==> src/rtl/cla_subtractor_seq.sv <==
// -----------------------------------------------------------------------------
// cla_subtractor_seq
//   Multi-cycle borrow-lookahead subtractor. Computes Diff = A - B - b_in one
//   4-bit nibble per clock, LSB nibble first. The nibble borrow-out is
//   registered and chained into the next nibble. A start/busy/done handshake
//   connects it to the control unit, and it produces borrow, zero, negative
//   and signed-overflow flags for the flags register.
//
// Optional feature macro: SUB_SATURATE_EN
//   When defined, unsigned saturation is applied. A final borrow of 1 clamps
//   Diff to 0, so zero=1 and neg=0. b_out and ovf still describe the
//   unclamped result. When undefined, Diff is the wrapped result.
//
// Ports:
//   clk    in   system clock, rising edge
//   rst_n  in   asynchronous active-low reset
//   start  in   operation request, honoured in IDLE or DONE
//   b_in   in   borrow-in, latched on accepted start
//   A      in   [WIDTH] minuend, latched on accepted start
//   B      in   [WIDTH] subtrahend, latched on accepted start
//   busy   out  high while nibbles are being processed
//   done   out  one-cycle pulse when the result registers are valid
//   Diff   out  [WIDTH] registered difference, held until next completion
//   b_out  out  final borrow-out (unsigned A < B + b_in)
//   zero   out  Diff == 0
//   neg    out  Diff[WIDTH-1]
//   ovf    out  signed overflow of the unclamped difference
// -----------------------------------------------------------------------------
module cla_subtractor_seq #(
   parameter int WIDTH = 8
) (
   input  logic             clk,
   input  logic             rst_n,
   input  logic             start,
   input  logic             b_in,
   input  logic [WIDTH-1:0] A,
   input  logic [WIDTH-1:0] B,
   output logic             busy,
   output logic             done,
   output logic [WIDTH-1:0] Diff,
   output logic             b_out,
   output logic             zero,
   output logic             neg,
   output logic             ovf
);

   localparam int NIBBLES = WIDTH / 4;
   localparam int IDX_W   = (NIBBLES > 1) ? $clog2(NIBBLES) : 1;
   localparam int MSB     = WIDTH - 1;

   typedef enum logic [1:0] {
      ST_IDLE = 2'd0,
      ST_RUN  = 2'd1,
      ST_DONE = 2'd2
   } state_t;

   state_t             state;
   logic [WIDTH-1:0]   a_r;
   logic [WIDTH-1:0]   b_r;
   logic [WIDTH-1:0]   acc;        // nibbles completed so far
   logic               borrow_r;   // borrow into the current nibble
   logic [IDX_W-1:0]   idx;

   logic [3:0]         nib_a;
   logic [3:0]         nib_b;
   logic [4:0]         nib_res;    // {borrow_out, diff_nibble}
   logic [WIDTH-1:0]   raw_diff;   // acc with the current nibble merged in
   logic [WIDTH-1:0]   final_diff;
   logic               last_nib;

   // One nibble of borrow lookahead: every borrow is a flat sum of products of
   // generate/propagate terms and the incoming borrow, with no ripple.
   function automatic logic [4:0] nib_sub(input logic [3:0] a,
                                          input logic [3:0] b,
                                          input logic       bi);
      logic [3:0] g;
      logic [3:0] p;
      logic [4:0] br;
      g     = ~a & b;
      p     = ~a | b;
      br[0] = bi;
      br[1] = g[0] | (p[0] & bi);
      br[2] = g[1] | (p[1] & g[0]) | (p[1] & p[0] & bi);
      br[3] = g[2] | (p[2] & g[1]) | (p[2] & p[1] & g[0])
            | (p[2] & p[1] & p[0] & bi);
      br[4] = g[3] | (p[3] & g[2]) | (p[3] & p[2] & g[1])
            | (p[3] & p[2] & p[1] & g[0]) | (&p & bi);
      return {br[4], a ^ b ^ br[3:0]};
   endfunction

`ifdef SUB_SATURATE_EN
   // A final borrow means the unsigned result went below zero, so clamp it.
   function automatic logic [WIDTH-1:0] saturate(input logic [WIDTH-1:0] raw,
                                                 input logic             borrow);
      return borrow ? '0 : raw;
   endfunction
`endif

   always_comb begin
      nib_a    = '0;
      nib_b    = '0;
      raw_diff = acc;
      for (int n = 0; n < NIBBLES; n++) begin
         if (int'(idx) == n) begin
            nib_a = a_r[n*4 +: 4];
            nib_b = b_r[n*4 +: 4];
         end
      end
      nib_res = nib_sub(nib_a, nib_b, borrow_r);
      for (int n = 0; n < NIBBLES; n++) begin
         if (int'(idx) == n) begin
            raw_diff[n*4 +: 4] = nib_res[3:0];
         end
      end
      last_nib = (int'(idx) == NIBBLES - 1);
   end

`ifdef SUB_SATURATE_EN
   assign final_diff = saturate(raw_diff, nib_res[4]);
`else
   assign final_diff = raw_diff;
`endif

   always_ff @(posedge clk or negedge rst_n) begin
      if (!rst_n) begin
         state    <= ST_IDLE;
         a_r      <= '0;
         b_r      <= '0;
         acc      <= '0;
         borrow_r <= 1'b0;
         idx      <= '0;
         busy     <= 1'b0;
         done     <= 1'b0;
         Diff     <= '0;
         b_out    <= 1'b0;
         zero     <= 1'b0;
         neg      <= 1'b0;
         ovf      <= 1'b0;
      end else begin
         case (state)
            // IDLE and DONE both accept a new request, giving back-to-back ops.
            ST_IDLE, ST_DONE: begin
               done <= 1'b0;
               if (start) begin
                  a_r      <= A;
                  b_r      <= B;
                  borrow_r <= b_in;
                  acc      <= '0;
                  idx      <= '0;
                  busy     <= 1'b1;
                  state    <= ST_RUN;
               end else begin
                  state    <= ST_IDLE;
               end
            end
            ST_RUN: begin
               acc      <= raw_diff;
               borrow_r <= nib_res[4];
               if (last_nib) begin
                  // Result registers only change here, so Diff never shows a
                  // partially computed value.
                  state <= ST_DONE;
                  busy  <= 1'b0;
                  done  <= 1'b1;
                  idx   <= '0;
                  Diff  <= final_diff;
                  b_out <= nib_res[4];
                  zero  <= (final_diff == '0);
                  neg   <= final_diff[MSB];
                  ovf   <= (a_r[MSB] != b_r[MSB]) && (raw_diff[MSB] != a_r[MSB]);
               end else begin
                  idx   <= idx + IDX_W'(1);
               end
            end
            default: begin
               state <= ST_IDLE;
               busy  <= 1'b0;
               done  <= 1'b0;
            end
         endcase
      end
   end

endmodule

==> config.mk <==
export PLATFORM = sky130hd
export DESIGN_NAME = cla_subtractor_seq
export DESIGN_NICKNAME = d
export VERILOG_FILES = /design/src/rtl/cla_subtractor_seq.sv
export SDC_FILE = /design/constraint.sdc
export NUM_CORES = 1
export LEC_CHECK = 0
export ABC_AREA = 0
export CAP_MARGIN = 20
export CELL_PAD_IN_SITES_DETAIL_PLACEMENT = 2
export CELL_PAD_IN_SITES_GLOBAL_PLACEMENT = 2
export CORE_ASPECT_RATIO = 0.5
export CORE_MARGIN = 2
export CORE_UTILIZATION = 31
export CTS_BUF_LIST = sky130_fd_sc_hd__clkbuf_16
export DETAILED_ROUTE_END_ITERATION = 8
export HOLD_SLACK_MARGIN = 0.03
export PLACE_DENSITY_LB_ADDON = 0.1
export SLEW_MARGIN = 20
export SYNTH_ARGS = -nofsm -noshare
export SYNTH_HDL_FRONTEND = slang
export SYNTH_SLANG_ARGS = --single-unit
==> constraint.sdc <==
create_clock -name clk -period 3.3 [get_ports clk]
set_input_delay 0.495 -clock clk [delete_from_list [all_inputs] [get_ports clk]]
set_output_delay 0.495 -clock clk [all_outputs]
set_load 0.05 [all_outputs]
; After elaboration in Yosys (flattened, before gate mapping)
; Index checks and enable logic that the tools add are counted.
[word_totals]
regBits = 42
input_bits = 20
output_inout_bits = 14
elab_cells = 79
[op_classes]
addsub = 1
n_eq_ne = 6
muxes = 19
bitwise = 30
n_reduce_logical = 10
[ops]
columns = operator, n
row1 = 4-bit 2-to-1 mux, 4
row2 = 8-bit one-hot mux with 2 select lines, 1
row3 = 1-bit AND, 15
row4 = 1-bit OR, 10
row5 = 8-bit logical NOT, 1
row6 = 1-bit 2-to-1 mux, 8
row7 = 8-bit 2-to-1 mux, 1
row8 = 2-bit AND reduction, 4
row9 = 4-bit bitwise XOR, 2
row10 = 1-bit one-hot mux with 2 select lines, 3
row11 = 4-bit AND, 1
row12 = "2-bit != test, second input constant", 2
row13 = 4-bit inverter, 1
row14 = 4-bit OR, 1
row15 = 2-bit one-hot mux with 2 select lines, 1
row16 = 4-bit AND reduction, 1
row17 = "2-bit by 1-bit equality test with 1-bit output, second input constant", 1
row18 = "2-bit equality test, second input constant", 1
row19 = 2-bit logical NOT, 1
row20 = 2-bit 2-to-1 mux, 1
row21 = 1-bit != test, 2
row22 = 2-bit nonzero test, 1
row23 = 2-bit OR reduction, 1
row24 = "1-bit adder, second input constant", 1
row25 = 1-bit logical AND, 1

; Depth between registers and ports, before layout
; Gate-level depths: netlist (run 1).
[depth]
depth_word = 11
ltp_mapped = 9

; Worst setup path after synthesis (run 1)
; Ideal clock, no wire load.
[synth_timing]
path_type = register to register
start = register idx
end = register ovf
arrival_ns = 2.383
required_time_ns = 3.176
setup_slack_ns = 0.793
path_stages_with_launch = 10
path_buffers = 1
period_less_slack_ns = 2.507
cell_sequence = dfrtp_1 > clkbuf_1 > mux2i_1 > inv_1 > ha_1 > nand2b_1 > a211o_1 > a221oi_4 > nor4b_1 > a211o_1
[synth_via]
elab_chain_len = 11
word_cells_on_any_way = 19
classes_between = eq/ne: 1 / mux: 3 / bitwise: 13 / reduce/logical: 2
[synth_rtl]
columns = item, line
row1 = start: declaration, 62  ; logic [IDX_W-1:0] idx;
row2 = start signal: assignment, 172  ; idx <= idx + IDX_W'(1);
row3 = 4-bit 2-to-1 mux, 104  ; if (int'(idx) == n) begin
row4 = 4-bit inverter, "79, 80"
row5 = 4-bit OR / 4-bit AND (equally long branches), "80, 79"
row6 = "1-bit AND, on equally long branches", "84, 85"
row7 = "1-bit OR, or another cell as far along", 84  ; br[3] = g[2] | (p[2] & g[1]) | (p[2] & p[1] & g[0])
row8 = 1-bit OR / 1-bit AND (equally long branches), "84, 85"
row9 = 1-bit OR, 85  ; | (p[2] & p[1] & p[0] & bi);
row10 = 4-bit bitwise XOR, 88  ; return {br[4], a ^ b ^ br[3:0]};
row11 = 4-bit 2-to-1 mux, 111  ; if (int'(idx) == n) begin
row12 = 1-bit != test, 170  ; ovf <= (a_r[MSB] != b_r[MSB]) && (raw_diff[MSB] != a_r[MSB]);
row13 = 1-bit logical AND, 170
row14 = end signal: assignment, 170
row15 = end: declaration, 44  ; output logic ovf
; Several ways; a longest one is shown, not always the timed one.
; A chain may end at the register's enable or synchronous reset.

; Final worst setup path (run 1)
; Ends and elaborated chain as after synthesis.

==> results.py, run 1 <==
metrics = {
    "synthesis": {
        "netlist_top_cells_area": "dfrtp_1, nand2_1, ha_1, mux2i_1, inv_1",
        "yosysTopAreaCellShare_pct": 51.8,
        "yosysMostFrequentCell": "nand2_1",
        "synthFlopType": "dfrtp_1",
        "synth_area_mm2": 0.00174,
        "ys_ff_latch": 36,
        "synth_top_cell_by_area": "dfrtp_1",
        "postSynthNetCount": 210,
        "synth_edf_count": 0,
        "synth_cells": 181,
        "synth.distinct_cells": 30,
        "synthArstFlopShare_pct": 100,
        "yosysSeqAreaShare_pct": 51.8,
        "syn_area_per_cell_um2": 9.62,
        "yosysWarningCount": 0,
        "synth.top_cells.by_count": "nand2_1, dfrtp_1, inv_1",
    },
    "global_routing": {
        "antenna_found_initial": 0,
        "grt_overflow": 0,
        "grt_max_degree": 37,
        "grt_pass1_vias": 1488,
        "grt_pass1_wl_um": 7800,
        "track_usage_pct": 17.1,
    },
    "clock_tree": {
        "clock-sinks": 36,
        "cts_buffers": 5,
        "cts_resized": 0,
        "post_cts_buffers": 0,
        "htree_levels": 2,
        "clockRootBuffer": "clkbuf_16",
        "cts.path.max_buffers": 2,
        "cts_tree": "built",
        "insertion_delay_ns": 0.28,
        "cts_hold_buf": 0,
        "clk_pin_slew_ns": 0.06,
    },
    "outcome": {
        "outcome": "completed",
    },
    "critical_path": {
        "endpoint_kind": "register",
        "timing.rr.end": "ovf",
        "path_max_fanout": 9,
        "critPathLaunchType": "register",
        "reg2reg_slack_ns": 0.66,
        "rr_worst_depth": 8,
        "crit_arrival_ns": 2.81,
        "worstReg2RegStart": "idx",
        "crit_end": "ovf",
        "crit_type": "register to register",
        "cp.required_ns": 3.47,
        "critPathLaunch": "idx",
    },
    "placed_design": {
        "dpl.hpwl_um": 3190,
        "place_congestion": 0.793,
        "port_buffers": 33,
    },
    "detailed_routing": {
        "wl_um": 4530,
        "drc": 0,
        "via_count": 1356,
        "wl_per_cell_um": 15.7,
        "drt_iter0_drc": 25,
        "first_pass_iters": 2,
        "ant_nets": 0,
        "avgViaCountPerCell": 4.69,
    },
    "die": {
        "fp.dieArea_mm2": 0.00627,
        "die_w_um": 110,
        "ios": 34,
        "start_util_pct": 32.0,
        "coreArea_mm2": 0.00544,
        "core.rowCount": 19,
        "die_y_um": 57.0,
    },
    "timing": {
        "hold_viol_final": 0,
        "fmax_mhz": 379,
        "setup_violations": 0,
        "worst_pin_slew_ns": 0.952,
        "maxSlewHeadroom_pct": 36.5,
        "slew_violations": 0,
        "clock_skew_ns": 0.00467,
        "period_needed_ns": 2.64,
        "finalSetupTns_ns": 0,
        "rsz0062_at_grt": "no",
        "period_share_pct": 80.0,
    },
    "finish": {
        "drive_gt1_share_pct": 7.41,
        "final.fill_count": 584,
        "area_growth_pct": 32.9,
        "n_antenna_cell": 0,
        "nets": 244,
    },
    "run": {
        "max_cap_viol_count": 0,
    },
    "hold_path": {
        "min_path_type": "register to register",
    },
}
-- state kept, by name (all words and copies together) (netlist names) --
register  flops
Diff          8
busy          1
b_r           8
acc           4
zero          1
idx           1
ovf           1
state         2
borrow_r      1
b_out         1
a_r           8
-- layout by cell type, fill, tap and decap left out, types with 2 or more instances in the layout --
cell type	n
nor2_1	8
a21oi_1	3
nand2_1	57
buf_4	3
nand3_1	4
mux2i_1	8
ha_1	8
a211o_1	2
nand2b_1	4
mux2_2	4
clkdlybuf4s50_1	33
o21ai_0	8
a21o_1	2
clkbuf_16	5
nor2b_1	3
inv_1	12
dfrtp_1	36
-- critical path: stages, from the launching register on --
cell,delay (ns)
dfrtp_1,0.63
mux2i_1,0.30
inv_1,0.11
ha_1,0.20
nand2b_1,0.19
a211o_1,0.33
a221oi_4,0.39
nor4b_1,0.11
a211o_1,0.29
-- cell type report --
type	instances	area (um2)	area share [%]
Timing Repair Buffer	36	353	15.3
Multi-Input combinational cell	124	756	32.7
Inverter	12	45.0	1.95
Clock inverter	3	42.5	1.84
Sequential cell	36	901	38.9
Tap cell	73	91.3	3.95
Clock buffer	5	125	5.41
-- per-stage QoR --
step	hold WS, ns	setup slack, ns	area (um2)	cells	util (%)
global placement	0.458	0.801	2150	281	39.4
CTS	0.481	0.623	2310	289	42.5
floorplan	0.199	0.793	1740	181	-
detailed placement	0.466	0.657	2150	281	39.4
global route	0.495	0.411	2310	289	42.5
finish	0.478	0.659	2310	289	42.5
-- routing by layer --
metal / wire (um) / part of all wire (%) / vias to the layer above / global-route usage, %
met4: 65 / 1.4 / 0 / 5.97
met3: 192 / 4.2 / 6 / 5.14
li1: - / - / 647 / -
met5: 0 / 0 / - / 0
met1: 2150 / 48 / 678 / 22.9
met2: 2120 / 47 / 25 / 26.5
-- worst min-delay path by stage --
stage,startpoint,to,depth (start not counted)
floorplan,rst_n,Diff[0],0
global placement,Diff[5],Diff[5],1
detailed placement,b_r[0],b_r[0],2
CTS,b_r[0],b_r[0],2
global route,Diff[6],Diff[6],1
finish,Diff[5],Diff[5],1
-- cell families (layout without fill, tap and decap cells) --
family                   Yosys count  in the layout  synth area share (%)
flip-flops                        36             36                  51.8
AO/OA/AOI/OAI                     19             19                  8.05
XOR/XNOR                           2              2                  1.01
AND/OR/NAND/NOR                   82             82                  20.3
buffers and inverters             21             56                  4.82
adder cells (fa/ha/maj)            9              9                  6.90
multiplexers                      12             12                  7.19
Power of run 1 is left out: the tool's default activity adds up to more than one toggle a clock period on the data nets, which glitch-free logic cannot reach.
==> run 2, diff against run 1 <==
- CORE_UTILIZATION: 31 -> 28
- clock period: 3.3 -> 2.1 ns (I/O delays scaled with it)
==> results.py, run 2 (synthesis results as in run 1) <==
metrics = {
    "timing": {
        "slew_violations": 0,
        "period_needed_ns": 2.26,
        "period_share_pct": 108,
        "maxSlewHeadroom_pct": 65.7,
        "hold_viol_final": 0,
        "fmax_mhz": 442,
        "clock_skew_ns": 0.00610,
        "setup_violations": 6,
        "worst_pin_slew_ns": 0.515,
        "layout_setup_ws_ns": -0.164,
        "finalSetupTns_ns": -0.464,
        "rsz0062_at_grt": "yes",
        "holdWs_ns": 0.476,
    },
    "clock_tree": {
        "cts_hold_buf": 0,
        "clock-sinks": 36,
        "clk_pin_slew_ns": 0.06,
        "insertion_delay_ns": 0.28,
        "cts_buffers": 5,
        "cts.path.max_buffers": 2,
        "clockRootBuffer": "clkbuf_16",
        "cts_tree": "built",
        "htree_levels": 2,
    },
    "placed_design": {
        "dpl_cell_area_mm2": 0.00227,
        "port_buffers": 33,
        "place_congestion": 0.820,
        "dpl.hpwl_um": 3280,
        "pre_cts_ws_ns": -0.277,
    },
    "finish": {
        "nets": 260,
        "final.fill_count": 627,
        "drive_gt1_share_pct": 23.3,
        "fin_area_mm2": 0.00260,
        "area_growth_pct": 49.2,
        "n_antenna_cell": 0,
        "layout_commonest_cell": "nand2_1",
        "reg_top3": "Diff: 8 flops, a_r: 8 flops, b_r: 8 flops",
        "final_cell_mix": "nand2_1, dfrtp_1, clkdlybuf4s50_1",
    },
    "global_routing": {
        "track_usage_pct": 14.5,
        "grt_max_degree": 37,
        "grt_pass1_vias": 1513,
        "grt_pass1_wl_um": 7480,
        "antenna_found_initial": 0,
        "grt_overflow": 0,
    },
    "detailed_routing": {
        "ant_nets": 0,
        "drc": 0,
        "drt_iter0_drc": 37,
        "via_count": 1400,
        "avgViaCountPerCell": 4.38,
        "wl_um": 4650,
        "wl_per_cell_um": 14.5,
        "first_pass_iters": 4,
    },
    "critical_path": {
        "path_max_fanout": 7,
        "cp.required_ns": 2.26,
        "path_buf_inv": 1,
        "critPathLaunchType": "register",
        "worstReg2RegStart": "idx",
        "cpMostUsedCell": "a211o_1",
        "slowest_stage": "dfrtp_2",
        "critPathLaunch": "idx",
        "crit_family": "compound AO/OA/AOI/OAI gates",
        "crit_arrival_ns": 2.42,
        "endpoint_kind": "register",
        "max_stage_delay_ns": 0.51,
        "crit_chain": "mux2i_4 -> inv_2 -> ha_4 -> nand2b_4 -> a211o_1 -> a221oi_4 -> nor4b_2 -> a211o_1",
        "crit_type": "register to register",
    },
    "die": {
        "die_y_um": 59.8,
        "start_util_pct": 28.9,
        "fp.dieArea_mm2": 0.00690,
        "ios": 34,
        "core.rowCount": 20,
        "die_w_um": 115,
        "coreArea_mm2": 0.00603,
    },
    "outcome": {
        "outcome": "finished with violations",
        "violations": "negative setup slack",
    },
    "hold_path": {
        "min_path_type": "primary input to async pin",
    },
    "run": {
        "max_cap_viol_count": 0,
    },
}
==> run 2: cell types whose count changed in the layout (fill, tap and decap cells not counted), moves of 2 or more <==
cell     previous run  this run
buf_4               3        18
ha_1                8         5
ha_4                0         2
mux2i_1             8         3
mux2i_2             0         3
mux2i_4             0         2
nor2_1              8         6
nor2_2              0         2
==> run 2: stage by stage <==
step | util (%) | std cells
6_report | 43.0 | 320
5_1_grt | 43.0 | 320
4_1_cts | 41.2 | 318
3_5_place_dp | 37.7 | 308
3_3_place_gp | 37.7 | 308
2_1_floorplan | - | 181
==> run 2: routing by layer <==
| layer | routed length [um] | global-route usage (%) | vias to the layer above |
|---|---|---|---|
| li1 | - | - | 680 |
| met1 | 2430 | 19.5 | 686 |
| met2 | 2010 | 23.1 | 29 |
| met3 | 164 | 4.06 | 5 |
| met4 | 45 | 3.96 | 0 |
| met5 | 0 | 0 | - |
==> run 2: timing repair <==
item,4_1_cts,5_1_grt
pin swaps,3,9
resized for setup,10,17
setup endpoints to repair,9,8
buffers inserted,2,2
==> run 2: path summary, 6_finish.rpt <==
path                       slack, ns      end  cells after the start
hold / removal                  0.48  Diff[1]                      2
setup reg to reg               -0.16      ovf                      8
max in group asynchronous       1.25      idx                      2
setup / recovery               -0.16      ovf                      8
hold reg to reg                 0.48  Diff[6]                      1
min in group clk                0.48  Diff[6]                      1
==> run 2: layout make-up <==
type | count | area (um2) | share of cell area [%]
Sequential cell | 36 | 902 | 34.7
Multi-Input combinational cell | 124 | 886 | 34.1
Timing Repair Buffer | 52 | 485 | 18.7
Clock buffer | 5 | 125 | 4.82
Tap cell | 88 | 110 | 4.24
Inverter | 12 | 45.0 | 1.73
Clock inverter | 3 | 42.5 | 1.64
Power of run 2 is left out for the same reason.
==> run 3, diff against run 2 <==
- MAX_ROUTING_LAYER: unset -> met4
==> results.py, run 3 (synthesis results as in run 1) <==
metrics = {
    "outcome": {
        "outcome": "finished with violations",
        "violations": "negative setup slack",
    },
    "clock_tree": {
        "htree_levels": 2,
        "insertion_delay_ns": 0.28,
        "cts_buffers": 5,
        "cts.path.max_buffers": 2,
        "clockRootBuffer": "clkbuf_16",
        "cts_tree": "built",
        "clk_pin_slew_ns": 0.06,
        "clock-sinks": 36,
    },
    "detailed_routing": {
        "wl_per_cell_um": 14.5,
        "via_count": 1407,
        "first_pass_iters": 4,
        "drt_iter0_drc": 41,
        "avgViaCountPerCell": 4.40,
        "drc": 0,
        "ant_nets": 0,
        "wl_um": 4640,
    },
    "critical_path": {
        "crit_arrival_ns": 2.43,
        "crit_family": "compound AO/OA/AOI/OAI gates",
        "cp.required_ns": 2.26,
        "max_stage_delay_ns": 0.51,
        "path_max_fanout": 7,
        "critPathLaunchType": "register",
        "critPathLaunch": "idx",
        "rr_worst_depth": 8,
        "endpoint_kind": "register",
        "slowest_stage": "dfrtp_2",
        "cpMostUsedCell": "a211o_1",
        "reg2reg_slack_ns": -0.17,
        "worstReg2RegStart": "idx",
        "crit_type": "register to register",
        "crit_end": "ovf",
        "cp_num_cells": 8,
        "crit_chain": "mux2i_4 -> inv_2 -> ha_4 -> nand2b_4 -> a211o_1 -> a221oi_4 -> nor4b_2 -> a211o_1",
        "path_buf_inv": 1,
        "timing.rr.end": "ovf",
    },
    "die": {
        "fp.dieArea_mm2": 0.00690,
        "ios": 34,
        "die_y_um": 59.8,
        "start_util_pct": 28.9,
        "coreArea_mm2": 0.00603,
        "die_w_um": 115,
        "core.rowCount": 20,
    },
    "timing": {
        "hold_viol_final": 0,
        "worst_pin_slew_ns": 0.512,
        "period_needed_ns": 2.27,
        "fmax_mhz": 441,
        "maxSlewHeadroom_pct": 65.9,
        "layout_setup_ws_ns": -0.168,
        "rsz0062_at_grt": "yes",
        "finalSetupTns_ns": -0.477,
        "clock_skew_ns": 0.00729,
        "setup_violations": 6,
        "period_share_pct": 108,
        "slew_violations": 0,
    },
    "placed_design": {
        "place_congestion": 0.832,
        "port_buffers": 33,
        "dpl.hpwl_um": 3280,
    },
    "global_routing": {
        "grt_pass1_wl_um": 7490,
        "grt_pass1_vias": 1513,
        "antenna_found_initial": 0,
        "grt_max_degree": 37,
        "grt_overflow": 0,
        "track_usage_pct": 14.9,
    },
    "finish": {
        "n_antenna_cell": 0,
        "final.fill_count": 627,
        "layout_commonest_cell": "nand2_1",
        "drive_gt1_share_pct": 23.3,
        "area_growth_pct": 49.2,
        "reg_top3": "Diff: 8 flops, a_r: 8 flops, b_r: 8 flops",
        "final_cell_mix": "nand2_1, dfrtp_1, clkdlybuf4s50_1",
        "nets": 260,
    },
    "hold_path": {
        "min_path_type": "primary input to async pin",
    },
    "run": {
        "max_cap_viol_count": 0,
    },
}
==> run 3: cell counts in the layout (fill, tap and decap cells not counted) <==
No cell type changed its count.
==> run 3: worst min-delay path by stage <==
stage | start | end | slack, ns | cells after the start
floorplan | rst_n | Diff[0] | 0.02 | 0
global placement | Diff[6] | Diff[6] | 0.46 | 1
detailed placement | b_r[5] | b_r[5] | 0.47 | 2
CTS | b_r[2] | b_r[2] | 0.48 | 2
global route | Diff[6] | Diff[6] | 0.51 | 1
finish | rst_n | Diff[5] | 0.48 | 2
==> run 3: metal layers <==
layer / wire length (um) / GRT usage, % / share of wire (%) / vias up
met5: 0 / - / 0 / -
li1: - / - / - / 680
met4: 45 / 3.96 / 0.97 / 0
met3: 162 / 4.06 / 3.5 / 5
met2: 2020 / 23.1 / 44 / 29
met1: 2410 / 19.5 / 52 / 693
==> run 3: through the flow <==
stage          hold slack, ns  utilization [%]  cell area, um2  setup slack (ns)  instances
3_3_place_gp            0.460             37.7            2270            -0.153        308
4_1_cts                 0.483             41.2            2480            -0.126        318
2_1_floorplan          0.0194                -            1770           -0.0742        181
3_5_place_dp            0.470             37.7            2270            -0.277        308
5_1_grt                 0.506             43.0            2600            -0.272        320
6_report                0.476             43.0            2600            -0.168        320
==> run 3: layout make-up <==
class	instances	area [um2]	share of cell area (%)
sequential	36	902	34.7
multi-input combinational	124	886	34.1
timing repair buffer	52	485	18.7
clock buffer	5	125	4.82
tap	88	110	4.24
inverter	12	45.0	1.73
clock inverter	3	42.5	1.64
==> run 3: timing repair <==
item                       4_1_cts  5_1_grt
resized for setup               10       17
setup buffers                    2        2
cloned                           0        0
pin swaps                        3        9
setup endpoints to repair        9        8
hold buffers                     0        0
Power of run 3 is left out for the same reason.
